`src/rtl/revaluate_slice_streamer.sv`:
```
// revaluate_slice_streamer
// Drives the re-evaluation file reader and streams each 1600-bit state it
// returns to the downstream datapath. The state goes out as 64 slices of
// 25 bits over a valid/ready handshake. Files 0..num_files-1 are handled
// one at a time: request, wait one cycle, capture, then stream 64 slices.
module revaluate_slice_streamer #(
  parameter int SLICES  = 64,
  parameter int SLICE_W = 25,
  parameter int IDX_W   = 10
) (
  input  logic                        clk,
  input  logic                        rst,
  input  logic                        start,
  input  logic [IDX_W-1:0]            num_files,
  output logic                        read_file,
  output logic [IDX_W-1:0]            file_index,
  input  logic [SLICES*SLICE_W-1:0]   state_in,
  output logic [SLICE_W-1:0]          slice_out,
  output logic [$clog2(SLICES)-1:0]   slice_idx,
  output logic                        slice_valid,
  input  logic                        slice_ready,
  output logic                        busy,
  output logic                        done
);

  localparam int SIDX_W = $clog2(SLICES);

  typedef enum logic [2:0] {
    IDLE,
    REQ,
    WAIT,
    STREAM,
    DONE
  } state_t;

  state_t                           state;
  logic [IDX_W-1:0]                 num_latched;
  logic [SLICES-1:0][SLICE_W-1:0]   hold;
  logic                             last_slice;
  logic                             last_file;

  // The holding register is viewed as an array of slices, so the current
  // slice is a plain index. Because it comes only from registers, it stays
  // stable for as long as slice_valid is held.
  assign slice_out  = hold[slice_idx];
  assign last_slice = (slice_idx == SIDX_W'(SLICES - 1));
  assign last_file  = (file_index == num_latched - 1'b1);

  // Sequencer FSM with registered outputs. The capture happens on the
  // WAIT->STREAM edge, one edge after the reader loads on the REQ->WAIT edge.
  always_ff @(posedge clk or posedge rst) begin
    if (rst) begin
      state       <= IDLE;
      num_latched <= '0;
      hold        <= '0;
      read_file   <= 1'b0;
      file_index  <= '0;
      slice_idx   <= '0;
      slice_valid <= 1'b0;
      busy        <= 1'b0;
      done        <= 1'b0;
    end else begin
      read_file <= 1'b0;
      done      <= 1'b0;
      case (state)
        IDLE: begin
          if (start) begin
            num_latched <= num_files;
            file_index  <= '0;
            busy        <= 1'b1;
            if (num_files != '0) begin
              state     <= REQ;
              read_file <= 1'b1;
            end else begin
              state <= DONE;
              done  <= 1'b1;
            end
          end
        end
        REQ: begin
          state <= WAIT;
        end
        WAIT: begin
          state       <= STREAM;
          hold        <= state_in;
          slice_idx   <= '0;
          slice_valid <= 1'b1;
        end
        STREAM: begin
          if (slice_ready) begin
            if (!last_slice) begin
              slice_idx <= slice_idx + 1'b1;
            end else begin
              slice_idx   <= '0;
              slice_valid <= 1'b0;
              if (!last_file) begin
                file_index <= file_index + 1'b1;
                read_file  <= 1'b1;
                state      <= REQ;
              end else begin
                done  <= 1'b1;
                state <= DONE;
              end
            end
          end
        end
        DONE: begin
          busy  <= 1'b0;
          state <= IDLE;
        end
        default: begin
          state <= IDLE;
        end
      endcase
    end
  end

endmodule

```
`config.mk`:
```
export PLATFORM = sky130hd
export DESIGN_NAME = revaluate_slice_streamer
export DESIGN_NICKNAME = d
export VERILOG_FILES = /design/src/rtl/revaluate_slice_streamer.sv
export SDC_FILE = /design/constraint.sdc
export NUM_CORES = 2
export LEC_CHECK = 0
export BUFFER_PORTS_ARGS = -buffer_cell sky130_fd_sc_hd__buf_2
export CORE_AREA = 2 2 655 657
export CTS_BUF_LIST = sky130_fd_sc_hd__clkbuf_16
export DETAILED_ROUTE_END_ITERATION = 12
export DIE_AREA = 0 0 657 659
export GPL_ROUTABILITY_DRIVEN = 0
export PLACE_DENSITY = 0.4
export RECOVER_POWER = 100
export SYNTH_ARGS = -nofsm -noshare
export SYNTH_HDL_FRONTEND = slang
export SYNTH_SLANG_ARGS = --single-unit
```
`constraint.sdc`:
```
create_clock -name clk -period 64.1 [get_ports clk]
set_input_delay 3.205 -clock clk [delete_from_list [all_inputs] [get_ports clk]]
set_output_delay 3.205 -clock clk [all_outputs]
set_load 0.05 [all_outputs]
```
[Yosys cells after proc, flatten, opt, wreduce, memory -nomap -nowiden]
Cells that the tools add are included.
Storage, ports and cells
  word-level logic and storage cells: 130
  input bits: 1614
  flip-flop bits (word level): 1633
  output and inout bits: 45
Operators by class
  order comparisons: 1
  equality and inequality tests: 10
  mux-type cells: 33
  reductions and logical operators: 11
  $add $sub $neg: 3
Operators with widths (number)
  $bmux W25 S6: 1
  $mux W10: 4
  $mux W25: 1
  $pmux W10 S2: 1
  $mux W3: 5
  $mux W1: 13
  $mux W6: 2
  $pmux W3 S4: 1
  $pmux W6 S2: 1
  $add A10 B1 Y10 const B: 1
  $eq A10 B10 Y1: 1
  $reduce_bool A10 Y1: 1
  $sub A10 B1 Y10 const B: 1
  $ne A2 B2 Y1 const B: 4
  $pmux W1 S2: 4
  $lt A6 B7 Y1 const B: 1
  $add A6 B1 Y6 const B: 1
  $eq A3 B2 Y1 const B: 2
  $eq A6 B6 Y1 const B: 1
  $reduce_and A2 Y1: 3
  $reduce_and A3 Y1: 2
  $reduce_bool A2 Y1: 3
  $reduce_and A5 Y1: 1
  $eq A3 B1 Y1 const B: 1
  other kinds (2): 2

[Depth between registers and ports, before layout]
  depth in word-level cells: 6
  depth in mapped cells: 9
  depth with buffers taken out: 8

[Worst setup path before layout]
Ideal clock, no wire load.
  path type: reg2out
  from: register slice_idx[0]
  to: output slice_out[11]
  slack: 57.856 ns
  stages on the path, launching flop included: 6
  required time: 60.895 ns
  arrival time: 3.039 ns
  cells stage by stage: dfrtp_1 buf_2 clkbuf_1 mux4_2 mux4_2 mux4_2
On the way
  word-level cells in the longest chain between the ends: 2
Ends and longest elaborated chain
  start, declared: RTL line 19  | output logic [$clog2(SLICES)-1:0] slice_idx,
  start signal, assigned: RTL line 92  | slice_idx <= slice_idx + 1'b1;
  $bmux W25 S6: RTL line 45  | assign slice_out = hold[slice_idx];
  $mux W25 (implied by the code): RTL line 45
  end, declared: RTL line 18  | output logic [SLICE_W-1:0] slice_out,
Every way passes these cells. The select of a mux whose other input is x is not followed.

==> results.cfg <==
[synthesis]
syn_area_sq_um = 73190
netlist_instances = 4240
synthesis.nets = 5857
yosysTopAreaCellShare_pct = 55.84
ys_ff_latch = 1633
yosys_warnings = 0
syn_avg_cell_area_sq_um = 17.26
yosys.cell_count.top_type = dfrtp_1
synth_top_area_cell = dfrtp_1
synth_cell_type_count = 46
synth_edf_count = 0
synth-seq-area-share_pct = 55.84
yosys-top-cells-count = dfrtp_1, mux2_2, mux4_2, buf_2, clkbuf_1
synth-main-ff-cell = dfrtp_1
async_flop_share_pct = 100.0
yosys-top-cells-area = dfrtp_1, mux2_2, mux4_2

[layout]
post-route-util_pct = 22.19
finalNetCount = 7487
drive_gt1_share_pct = 67.14
syn_to_final_growth_pct = 29.13
fill_cells = 45436

[sta]
fin_skew_ps = 118.5
drv_slew = 3648
final_hold_viol_count = 0
relSlewSlack_pct = -533.6
fmax_ghz = 0.03946
worst_pin_slew_ps = 9504
worst_slack_ps = 38760
fin_crit_ps = 25340
final.period_utilization_pct = 39.53
setup_viol = 0
finalSetupTns_ps = 0
rsz0062_at_grt = false

[cts]
cts_buffer_depth = 4
h-tree-depth = 4
clkTransAtPathRegs_ps = 60
cts_root_buffer = clkbuf_16
cts_resized = 0
cts_setup_buffers = 0
hold_buffers = 0
clkLatencyLatePin_ps = 940
cts_made_buffers = 208
cts_sinks = 1633
cts_tree = built

[floorplan]
die_height_um = 659
dieArea_sq_um = 433000
initial_utilization_pct = 17.19
num_rows = 240
coreArea_sq_um = 425800
die_w_um = 657
io_pins = 1659

[run]
cap_violations = 53

[power_and_ir_drop]
power_per_cell_area_nw_per_um2 = 44.51
power_leakage_nw = 41.84
p_total_mw = 4.206
vdd_drop_max_v = 0.00002622

[hold_path]
hp-class = reg -> reg

[worst_setup_path]
worstSetupPathType = in -> async
crit_path_max_fanout = 141
crit_arrival_ps = 25450
cp-start-kind = primary input
critPathRequiredTime_ps = 64210
critPathCaptureType = async pin

[route]
vias_per_cell = 4.140
vias = 49364
drt-total-wl_mm = 400.5
wl_per_cell_um = 33.59
drt_iter0_markers = 3627
drc = 0
dr.pass1.iters = 5
ant_nets = 1

[placement]
pre_cts_slack_ps = 54520
place_hpwl_mm = 328.4
numPortBuffers = 1658

[global_routing]
track_usage_pct = 17.94
grt_max_degree = 169
grt_pass1_wl_mm = 515.1
antenna_found_initial = 475
grt_pass1_vias = 50831
overflow = 0

[run_status]
violations = antenna rules, capacitance limit, slew limit
status = complete, but fails checks
==> sequential cells by signal, indices dropped and copies added (netlist names) <==
signal / cells
slice_idx: 6
file_index: 10
read_file: 1
done: 1
slice_valid: 1
hold: 1600
state: 3
busy: 1
num_latched: 10
==> through the flow <==
stage	hold WS (ps)	cell area (sq um)	cells
6_report	487.9	94510	11924
5_1_grt	513.7	94240	11819
4_1_cts	496.6	94340	11715
3_5_place_dp	474.3	87830	11347
3_3_place_gp	483.0	87830	11347
2_1_floorplan	465.2	73190	4240
==> power by group <==
group          total (mW)  leakage, nW  switching (mW)  internal [mW]
clock network        1.15         3.34           0.501          0.651
registers            1.48         21.0           0.205           1.28
logic                1.57         17.5           0.885          0.686
==> per-layer routing <==
layer	up-vias	GRT usage (%)	part of all wire [%]
met1	26367	20.72	38
met3	899	5.220	6.9
met5	-	0	0.21
met4	126	6.425	3.8
met2	2229	31.43	51
li1	19743	-	-
==> final timing paths <==
kind / startpoint / to / slack, ps / cells past startpoint
max in group clk: state[1]$_DFFE_PP0P_ / hold[1429]$_DFFE_PP0P_ / 39430 / 11
min: slice_valid$_DFFE_PP0P_ / slice_valid$_DFFE_PP0P_ / 490 / 1
max: rst / hold[700]$_DFFE_PP0P_ / 38760 / 8
min reg2reg: slice_valid$_DFFE_PP0P_ / slice_valid$_DFFE_PP0P_ / 490 / 1
min in group asynchronous: rst / hold[129]$_DFFE_PP0P_ / 3750 / 2
max reg2reg: state[1]$_DFFE_PP0P_ / hold[1429]$_DFFE_PP0P_ / 39430 / 11
==> critical path, stage by stage <==
cell	delay (ps)
clkbuf_1	100
clkinvlp_2	2580
clkbuf_1	1940
clkbuf_1	2850
clkbuf_1	2860
clkbuf_1	5560
clkbuf_1	2780
clkbuf_1	2900
==> placed cells by master, fill, tap and decap left out, types with 4 or more instances in the layout <==
cell type,instances
a21oi_1,13
a31oi_1,4
buf_2,1618
buf_4,15
bufinv_16,15
clkbuf_1,90
clkbuf_16,209
clkinv_1,41
clkinv_16,5
clkinv_2,36
clkinvlp_4,8
dfrtp_1,1630
diode_2,209
inv_1,49
mux2_2,1597
mux2i_1,9
mux4_2,525
nand2_1,46
nand2b_1,6
nand3_1,6
nand4_1,5
nor2_1,10
nor2b_1,4
nor3_1,4
nor4_1,6
o21ai_0,8
xnor2_1,9
xor2_1,6
==> kinds of logic (layout without fill, tap and decap cells) <==
group,after synthesis,count (layout),synth area share [%]
flip-flops,1633,1633,55.84
AND/OR/NAND/NOR,103,103,0.6873
XOR/XNOR,15,15,0.1795
buffers and inverters,311,2099,1.980
AO/OA/AOI/OAI,41,41,0.3693
other,0,209,0
multiplexers,2134,2134,40.90
adder cells (fa/ha/maj),3,3,0.05129
==> area by class of cell <==
type | count | area (sq um) | share of cell area [%]
Tap cell | 5687 | 7116 | 7.529
Clock buffer | 209 | 5230 | 5.534
Clock inverter | 159 | 1281 | 1.356
Timing Repair Buffer | 1725 | 8588 | 9.088
Multi-Input combinational cell | 2296 | 30870 | 32.67
Antenna cell | 209 | 523.0 | 0.5534
Sequential cell | 1633 | 40870 | 43.25
Inverter | 6 | 23.77 | 0.02515
Note: power is estimated with default switching activity, not from simulation.
